`src/rtl/rv32i_pkg.sv`:
```
// Shared register-file types for the writeback path.
package rv32i_pkg;

    localparam int unsigned XLEN = 32;
    localparam int unsigned NREG = 32;

    typedef logic [4:0] reg_addr_t;

    typedef struct packed {
        reg_addr_t       rd;
        logic [XLEN-1:0] data;
    } wb_entry_t;

endpackage

```
`src/rtl/wb_fifo.sv`:
```
// Small synchronous FIFO of writeback entries; extra pointer bit separates full from empty.
module wb_fifo
    import rv32i_pkg::*;
#(
    parameter int unsigned DEPTH = 2
) (
    input  logic      clk,
    input  logic      rst,
    input  logic      push,
    input  logic      pop,
    input  wb_entry_t wentry,
    output wb_entry_t head,
    output logic      full,
    output logic      empty
);

    localparam int unsigned AW = $clog2(DEPTH);
    localparam logic [AW:0] PTR_ONE = 1;

    logic [AW:0] wptr_q;
    logic [AW:0] rptr_q;
    wb_entry_t   mem_q [DEPTH];

    // Pointer update; pointers wrap naturally at 2*DEPTH.
    always_ff @(posedge clk or posedge rst) begin
        if (rst) begin
            wptr_q <= '0;
            rptr_q <= '0;
        end else begin
            if (push) wptr_q <= wptr_q + PTR_ONE;
            if (pop)  rptr_q <= rptr_q + PTR_ONE;
        end
    end

    // Storage needs no reset; validity is tracked by the pointers.
    always_ff @(posedge clk) begin
        if (push) mem_q[wptr_q[AW-1:0]] <= wentry;
    end

    assign head  = mem_q[rptr_q[AW-1:0]];
    assign empty = (wptr_q == rptr_q);
    assign full  = (wptr_q[AW] != rptr_q[AW]) && (wptr_q[AW-1:0] == rptr_q[AW-1:0]);

endmodule

```
`src/rtl/rf_writeback.sv`:
```
// Register-file write initiator: ALU/load arbitration, load buffering and pending scoreboard.
module rf_writeback
    import rv32i_pkg::*;
#(
    parameter int unsigned LD_DEPTH = 2
) (
    input  logic            clk,
    input  logic            rst,
    input  logic            issue_valid,
    input  reg_addr_t       issue_rd,
    input  reg_addr_t       issue_rs1,
    input  reg_addr_t       issue_rs2,
    output logic            issue_stall,
    input  logic            alu_valid,
    input  reg_addr_t       alu_rd,
    input  logic [XLEN-1:0] alu_data,
    input  logic            ld_valid,
    output logic            ld_ready,
    input  reg_addr_t       ld_rd,
    input  logic [XLEN-1:0] ld_data,
    output reg_addr_t       waddr,
    output logic [XLEN-1:0] wdata,
    output logic            regwen,
    output logic [NREG-1:0] pending
);

    wb_entry_t       ld_entry;
    wb_entry_t       fifo_head;
    wb_entry_t       sel;
    logic            sel_valid;
    logic            sel_wen;
    logic            fifo_full;
    logic            fifo_empty;
    logic            fifo_push;
    logic            fifo_pop;
    logic            ld_accept;
    logic            bypass;
    logic            issue_accept;
    logic [NREG-1:0] pending_d;

    assign ld_entry  = {ld_rd, ld_data};
    assign ld_ready  = ~fifo_full;
    assign ld_accept = ld_valid & ld_ready;
    // Empty buffer and idle ALU: write the arriving load straight through.
    assign bypass    = ld_accept & fifo_empty & ~alu_valid;
    assign fifo_push = ld_accept & ~bypass;
    assign fifo_pop  = ~alu_valid & ~fifo_empty;

    wb_fifo #(
        .DEPTH (LD_DEPTH)
    ) u_ld_fifo (
        .clk    (clk),
        .rst    (rst),
        .push   (fifo_push),
        .pop    (fifo_pop),
        .wentry (ld_entry),
        .head   (fifo_head),
        .full   (fifo_full),
        .empty  (fifo_empty)
    );

    // Write-port arbitration: ALU first, then buffered load, then bypassed load.
    always_comb begin
        sel       = '0;
        sel_valid = 1'b0;
        if (alu_valid) begin
            sel       = {alu_rd, alu_data};
            sel_valid = 1'b1;
        end else if (!fifo_empty) begin
            sel       = fifo_head;
            sel_valid = 1'b1;
        end else if (ld_accept) begin
            sel       = ld_entry;
            sel_valid = 1'b1;
        end
    end

    // x0 results are consumed but never reach the register file.
    assign sel_wen = sel_valid & (sel.rd != '0);

    // Hazard check uses only the registered scoreboard.
    always_comb begin
        issue_stall = issue_valid &
                      ((pending[issue_rs1] & (issue_rs1 != '0)) |
                       (pending[issue_rs2] & (issue_rs2 != '0)) |
                       (pending[issue_rd]  & (issue_rd  != '0)));
    end

    assign issue_accept = issue_valid & ~issue_stall;

    // Scoreboard next state: commit clears, accepted issue sets (set wins).
    always_comb begin
        pending_d = pending;
        if (regwen) pending_d[waddr] = 1'b0;
        if (issue_accept && (issue_rd != '0)) pending_d[issue_rd] = 1'b1;
        pending_d[0] = 1'b0;
    end

    // Registered write port and scoreboard; address/data hold when not writing.
    always_ff @(posedge clk or posedge rst) begin
        if (rst) begin
            waddr   <= '0;
            wdata   <= '0;
            regwen  <= 1'b0;
            pending <= '0;
        end else begin
            pending <= pending_d;
            regwen  <= sel_wen;
            if (sel_wen) begin
                waddr <= sel.rd;
                wdata <= sel.data;
            end
        end
    end

endmodule

```
`config.mk`:
```
export PLATFORM = sky130hd
export DESIGN_NAME = rf_writeback
export DESIGN_NICKNAME = d
export VERILOG_FILES = /design/src/rtl/rv32i_pkg.sv /design/src/rtl/wb_fifo.sv /design/src/rtl/rf_writeback.sv
export SDC_FILE = /design/constraint.sdc
export NUM_CORES = 1
export LEC_CHECK = 0
export BUFFER_PORTS_ARGS = -buffer_cell sky130_fd_sc_hd__buf_2
export CORE_ASPECT_RATIO = 0.8
export CORE_UTILIZATION = 47
export CTS_CLUSTER_DIAMETER = 60
export DETAILED_ROUTE_END_ITERATION = 7
export GPL_TIMING_DRIVEN = 0
export PLACE_DENSITY = 0.69
export SYNTH_ARGS = -nofsm -noshare
export SYNTH_HDL_FRONTEND = slang
export SYNTH_SLANG_ARGS = --single-unit
```
`constraint.sdc`:
```
create_clock -name clk -period 6 [get_ports clk]
set_input_delay 0.3 -clock clk [delete_from_list [all_inputs] [get_ports clk]]
set_output_delay 0.3 -clock clk [all_outputs]
set_load 0.03 [all_outputs]
```
==> results.md, run 1 <==
Timing:
- The clock arrives with 0.00855 ns of skew.
- The minimum clock period is 3.06 ns.
- The period utilization is 0.509.
- The worst pin sits at a relative slew slack of 0.130.
- The number of endpoints with negative hold slack in the final report is 0.
- The pin slew with the least headroom to its limit is 1.29 ns.
- Setup repair after global routing left no endpoint under its margin.
- The max-slew violation count came to 0.
- Setup violations remaining at the end of the flow were counted as 0.
- Summed over all failing endpoints, the final setup total negative slack is 0 ns.
- The upper clock frequency limit is 327 MHz.

Final layout:
- The layout overhead on the synthesized area is 23.6%.
- The share of final-layout standard cells stronger than drive strength 1 is 0.358.
- The number of nets at the end of the flow is 824.
- The total non-filler cell area in the finished layout is 8900 um^2.
- The repair_antennas step left the layout with diodes totalling 0.

Routing:
- The routed length per placed instance is 20.6 um.
- The total number of vias is 5,603.
- The routed via count divided by cell count is 6.01.
- The total detailed-routing wirelength is 19.2 mm.
- The iteration count of the initial detailed-routing pass is 5.
- The count of unresolved DRC violations after routing is 0.
- The first routing iteration left 376 violations.
- In this run the remaining antenna-violating nets after routing total 0.

Floorplanning:
- The floorplan die width is 140 um.
- For this configuration, the core starts out at a cell density of 0.481.
- The die area is 15,800 um^2.
- The number of primary I/O pins is 166.
- The die extent in y is 113 um.
- The placeable core region is 15,000 um^2.
- The number of rows created at floorplan is 40.

Critical path:
- Counting both buffers and inverters, the worst setup path holds a total of 1.
- The slowest library cell on the worst path is a2111oi_4.
- Data on the critical path arrives at its endpoint at 2.76 ns.
- The critical path goes through nor2b_1 > a2111oi_0 > a2111oi_0 > a2111oi_4 > a31oi_1 > buf_2.
- The startpoint-to-endpoint class of the critical path is reg2out.
- Counting stages on the worst path, the most repeated cell is a2111oi_0.
- In this design, the stage delay of the slowest critical-path cell is 0.73 ns.
- STA classifies the critical path startpoint as a register.
- The maximum net fanout on the critical path is 5.
- The element type at the critical path end is a primary output.
- At the worst endpoint, the required time is 5.70 ns.
- The kind of cell with the highest combined delay along the critical path is compound AO/OA/AOI/OAI gates.

Pwr:
- For this design the total switching power over the nets is 2.05 mW.
- In this run the power density over the cells is 550 nW/um^2.
- Of the total power, registers draw 0.356.
- For this design the static power due to leakage is 3.68 nW.
- The switching part of the total power is 0.419.
- The part of the total power dissipated in the clock network is 0.210.
- The cell-internal power is 2.84 mW.
- Of the total power, combinational logic draws 0.434.
- The worst vdd rail ir drop is 345 uV.

Logic synthesis:
- During synthesis, Yosys emitted a total of 0 warnings.
- Of the post-synthesis cell area, the dominant cell type holds 0.309.
- The net count after synthesis is 642.
- In this run, synthesis produced a sequential element count of 147.
- After technology mapping, the gate count stands at 548.
- After synthesis, the cell types taking the most area are edfxtp_1 (31%), dfrtp_1 (25%), mux2i_1 (8.8%).
- The number of synthesized flops with an enable pin is 74.
- Sorting the synthesized cells by how often they occur yields edfxtp_1 (74), dfrtp_1 (73), mux2i_1 (63).
- Averaged over all synthesized cells, the footprint is 13.1 um^2.
- Of all flip-flops after synthesis, the portion carrying an async set or reset was 0.497.
- Yosys instantiated no cell more often than edfxtp_1.
- The library cell occupying the most area in the post-synthesis netlist is edfxtp_1.
- Yosys mapped the design onto 55 distinct sky130hd cell types.
- After synthesis the cells add up to 7200 um^2.
- In the synthesized netlist the dominant register cell turns out to be edfxtp_1.
- The post-synthesis sequential area ratio is 0.562.

Clocking:
- The tree is rooted in a clkbuf_16.
- Clock-pin slew was measured on the worst setup and hold paths at 0.06 ns.
- No sink is reached through more buffers than the 2 on the longest clock path.
- The H-tree was split into 4 levels.
- The TritonCTS clock tree is built.
- After clock tree synthesis, the setup repair step added 0 buffers.
- For the worst-skew pair, the clock arrives at the later sink with an insertion delay of 0.42 ns.
- CTS saw 147 sinks.
- Clock tree synthesis inserted a total of 17 buffers.

Place:
- Summing all placed instances gives a cell area of 8320 um^2.
- Detailed placement ended at an HPWL of 13.8 mm.
- In this run the tool buffered the top-level ports with 159 buffer cells.
- At the end of routability-driven placement, the weighted congestion stood at 0.880.

Run status:
- The flow ran to the end, and the final reports show no timing, DRC or antenna violations.

Global routing:
- The initial antenna violation count was 3.
- Entering global routing, the biggest net connects 49 pins.
- Summed over all layers, the global routing overflow is 0.
- The via count of the first global-routing pass is 5,449.
- For this run, the total global-route usage over all layers was measured as 0.253.
- The first-pass GRT wire length is 30.5 mm.

Job:
- The number of maximum-capacitance violations is 0.

Worst hold path:
- The classification of the worst-slack hold path is in2reg.
==> kinds of logic after synthesis <==
group	count (synthesis)	share of synthesized area
simple gates	110	0.0951
flops	147	0.562
buf+inv	45	0.0299
xor+xnor	8	0.00973
other cells	1	0.000521
compound gates	130	0.131
mux	107	0.172
==> sequential cells by signal (all words and copies together) (netlist names) <==
name / count
regwen: 1
wdata: 32
u_ld_fifo.wptr_q: 2
pending: 31
waddr: 5
u_ld_fifo.mem_q: 74
u_ld_fifo.rptr_q: 2
==> timing repair <==
action,CTS,global route
endpoints found under the hold margin,25,0
resized for setup,0,0
hold buffers,1,0
==> metrics by stage <==
| step | util | hold slack [ns] | instances | worst slack [ns] | power (mW) |
|---|---|---|---|---|---|
| after floorplan | - | 0.399 | 548 | 2.57 | 3.17 |
| after global routing | 0.594 | 0.0753 | 932 | 2.86 | 5.15 |
| after global placement | 0.550 | 0.483 | 896 | 0.951 | 3.78 |
| after detailed placement | 0.556 | 0.330 | 899 | 2.89 | 3.86 |
| after CTS | 0.594 | 0.0698 | 932 | 2.95 | 4.90 |
| final | 0.594 | 0.0843 | 932 | 2.94 | 4.89 |
==> power by group through the flow <==
stage | combinational (mW) | sequential [mW] | clock (mW)
after detailed placement | 2.11 | 1.75 | 0
after CTS | 2.13 | 1.73 | 1.04
after global placement | 2.03 | 1.74 | 0
final | 2.12 | 1.74 | 1.03
after floorplan | 1.06 | 2.12 | 0
after global routing | 2.28 | 1.78 | 1.09
==> final cells by class <==
type	instances	area, um^2
Buffer	37	185
Inverter	8	32.5
Clock buffer	20	437
Multi-Input combinational cell	356	2950
Tap cell	189	236
Sequential cell	147	4050
Timing Repair Buffer	163	873
Clock inverter	12	134
Fill cell	1215	6070
==> layer usage <==
metal  up-vias  global-route usage  routed length (um)
met5         -                   0                  26
met4         4              0.0769                 224
met3        29              0.0643                1520
met2       259               0.396                8970
met1      2792               0.349                8460
li1       2519                   -                   -
==> worst paths after layout <==
| kind | start | slack [ns] | depth (start not counted) | to |
|---|---|---|---|---|
| hold reg to reg | wdata[7]$_DFFE_PP0P_ | 0.50 | 1 | wdata[7]$_DFFE_PP0P_ |
| setup / recovery | pending[24]$_DFF_PP0_ | 2.94 | 6 | issue_stall |
| max in group asynchronous | rst | 5.00 | 4 | pending[6]$_DFF_PP0_ |
| hold / removal | ld_data[6] | 0.08 | 1 | u_ld_fifo.mem_q[0][6]$_DFFE_PP_ |
| min in group asynchronous | rst | 0.43 | 3 | wdata[18]$_DFFE_PP0P_ |
| setup reg to reg | u_ld_fifo.wptr_q[0]$_DFFE_PP0N_ | 3.05 | 6 | wdata[7]$_DFFE_PP0P_ |
==> cell usage in the layout, fill, tap and decap left out, drive strengths merged, types with 4 or more instances in the layout <==
| cell | instances |
|---|---|
| dfrtp | 73 |
| o22ai | 5 |
| or3b | 6 |
| mux4 | 9 |
| nand3 | 5 |
| clkbuf | 40 |
| nor2b | 4 |
| nand4 | 5 |
| a21bo | 4 |
| xor2 | 4 |
| mux2 | 35 |
| nand2 | 16 |
| o21ai | 65 |
| a2111oi | 4 |
| mux2i | 63 |
| a221o | 32 |
| nand3b | 11 |
| xnor2 | 4 |
| inv | 10 |
| clkinvlp | 5 |
| nor3 | 36 |
| buf | 179 |
| nor2 | 10 |
| edfxtp | 74 |
Note: power is estimated with default switching activity, not from simulation.
==> run 2, diff against run 1 <==
==> constraint.sdc (replaced) <==
create_clock -name clk -period 3.01 [get_ports clk]
set_input_delay 0.1505 -clock clk [delete_from_list [all_inputs] [get_ports clk]]
set_output_delay 0.1505 -clock clk [all_outputs]
set_load 0.03 [all_outputs]
==> run 2 against run 1 <==
Critical endpoint unchanged. Worst setup slack worse by 2.8 ns. Register-to-register slack worse by 2.8 ns. Sequential share of layout area down 1.9 points.
==> results.md, run 2 (synthesis gave the netlist of run 1 again) <==
Timing:
- The max-slew headroom at the worst pin came to 0.416 (+0.286).
- The max-slew violation count is 0 (unchanged).
- Of the available clock period, the critical path in the final layout requires 0.960.
- The pin slew with the least headroom to its limit is 0.873 ns (-0.414 ns).
- The maximum clock skew at final layout is 0.00757 ns (-0.000977 ns).
- The number of endpoints with negative hold slack in the final report is 0 (unchanged).
- The final setup slack of the worst path is 0.120 ns (-2.82 ns).
- Subtracting the final worst setup slack from the clock period gives 2.89 ns.
- The accumulated negative setup slack is 0 ns (unchanged).
- The tightest hold margin was 0.0918 ns (+0.00751 ns).
- The upper clock frequency limit is 346 MHz.
- The final count of negative-setup-slack endpoints is 0 (unchanged).

Clocking:
- The number of buffers added by the clock tree synthesis step came to 17 (unchanged).
- The clock-pin transition on the worst setup and hold timing paths is 0.06 ns (about the same).
- The buffers inserted during post-CTS setup optimization is 0 (unchanged).
- The deepest level of the CTS H-tree is 4 (unchanged).
- The number of clock sinks is 147 (unchanged).
- The clock network latency to the later pin of the worst-skew pair is 0.42 ns (about the same).
- Clock tree synthesis selected as its root buffer the cell clkbuf_16.
- The TritonCTS clock tree is built.
- The buffer levels on the longest clock path came to 2 (unchanged).

Routing:
- The number of routed nets with antenna violations was 0 (unchanged).
- The iteration count of the initial detailed-routing pass is 5 (unchanged).
- The routed via count divided by cell count is 5.87 (-2.4%).
- The count of unresolved DRC violations after routing was 0 (unchanged).
- The total number of vias is 5,697 (+1.7%).
- The number of violations reported at the end of detailed-routing iteration 0 is 398 (+5.9%).
- The routed length per placed instance is 20.1 um (-2.6%).
- The total detailed-routing wirelength came to 19.5 mm (+1.5%).

Final layout:
- The share of final-layout standard cells stronger than drive strength 1 is 0.341 (-0.0165).
- The number of nets at the end of the flow is 860 (+4.4%).
- The final core utilization is 0.621 (+0.0262).
- The total non-filler cell area in the finished layout is 9290 um^2 (+4.4%).
- The number of filler cells placed in the layout is 1,200 (-1.2%).
- Compared with the post-synthesis result, the final layout area differs by 29.0%.
- Leaving out fill and tap cells, the most frequent cell in the layout is buf_2.
- The final non-filler cell total is 971 (+4.2%).
- The library cells used most frequently in the layout, excluding fill and tap cells, are buf_2 (163), edfxtp_1 (74), dfrtp_1 (73).
- The flip-flop count of the largest register after layout is 74 (unchanged).

Job:
- The number of maximum-capacitance violations is 0 (unchanged).

Place:
- The count of port buffers added during placement came to 159 (unchanged).
- The post-detailed-placement cell area is 8320 um^2 (unchanged).
- The post-placement setup slack came to 0.0833 ns (-2.81 ns).
- The total instance count after detailed placement came to 899 (unchanged).
- The half-perimeter wire length after detailed placement is 13.7 mm (-0.73%).
- The placer congestion estimate is 0.884 (+0.40%).

Critical path:
- The arrival time of the worst setup path was 2.74 ns (-0.02 ns).
- The maximum net fanout on the critical path is 5 (unchanged).
- The required time of the critical path was 2.86 ns (-2.84 ns).
- The startpoint of the most critical setup path is pending[24]$_DFF_PP0_.
- The number of cells on the worst reg-to-reg path is 10 (+4).
- The worst setup path is launched from a register.
- The flop-to-flop setup slack is 0.25 ns (-2.80 ns).
- The critical path in this run is classified as reg2out.
- STA classifies the critical path endpoint as a primary output.
- In this run the critical register-to-register path is launched from u_ld_fifo.rptr_q[0]$_DFFE_PP0P_.

Pwr:
- The overall power is 9.83 mW (+100%).
- The worst vdd rail ir drop is 660 uV (+91%).
- The static leakage is 3.85 nW (+4.4%).
- The cell area power density was 1060 nW/um^2 (+92%).

Global routing:
- The via count of the first global-routing pass came to 5,763 (+5.8%).
- The first-pass GRT wire length is 31.1 mm (+2.0%).
- The total global routing overflow is 0 (unchanged).
- The initial antenna violation count is 3 (unchanged).
- The total routing resource utilization after global routing is 0.257 (+0.00411).
- The largest net degree at the start of global routing came to 51 (+4.1%).

Floorplanning:
- The die extent in y is 113 um (unchanged).
- The number of rows created at floorplan is 40 (unchanged).
- The placeable core region came to 15,000 um^2 (unchanged).
- The effective utilization at floorplan came to 0.481 (unchanged).
- The die area came to 15,800 um^2 (unchanged).
- The number of primary I/O pins was 166 (unchanged).
- The floorplan die width came to 140 um (unchanged).

Run status:
- The flow ran to the end, and the final reports show no timing, DRC or antenna violations.

Worst hold path:
- The worst min-delay path startpoint is alu_data[22].
- The depth of the worst hold-timing path was 3 (+2).
- The classification of the worst-slack hold path is in2reg.
-- run 2: layout make-up --
class,instances,area (um^2),share of cell area
Antenna cell,3,7.51,0.000808
Buffer,36,181,0.0195
Clock buffer,24,452,0.0486
Clock inverter,8,106,0.0115
Inverter,8,32.5,0.00350
Multi-Input combinational cell,356,2980,0.321
Sequential cell,147,4050,0.436
Tap cell,189,236,0.0255
Timing Repair Buffer,200,1240,0.134
-- run 2: timing repair --
item | in CTS | in global routing
gates resized for setup | 0 | 5
hold buffers | 38 | 0
setup endpoints to repair | 0 | 25
hold endpoints to repair | 97 | 0
-- run 2: path summary, 6_finish.rpt --
| check | end |
|---|---|
| worst max-delay path | issue_stall |
| worst min-delay path | wdata[22]$_DFFE_PP0P_ |
| worst max register to register | wdata[10]$_DFFE_PP0P_ |
| worst min register to register | wdata[0]$_DFFE_PP0P_ |
| max in group asynchronous | waddr[1]$_DFFE_PP0P_ |
| min in group asynchronous | wdata[13]$_DFFE_PP0P_ |
-- run 2: per-layer routing --
layer	GRT usage	vias up	wire length [um]
met1	0.345	2839	8600
met5	0	-	0
met2	0.407	228	9230
li1	-	2599	-
met3	0.0631	31	1320
met4	0.0974	0	337
-- run 2: power breakdown --
group,switching [mW],leakage (nW),internal (mW),total (mW)
Sequential,0.575,1.58,2.92,3.50
Combinational,2.73,2.01,1.56,4.29
Clock,0.813,0.263,1.22,2.04
Total,4.12,3.85,5.71,9.83
-- run 2: worst max-delay path: stages, from the launching register on --
cell and delay [ns]:
dfrtp_1 0.45, nor2b_1 0.16, a2111oi_0 0.40, a2111oi_1 0.19, a2111oi_4 0.72, a31oi_1 0.17, buf_2 0.22
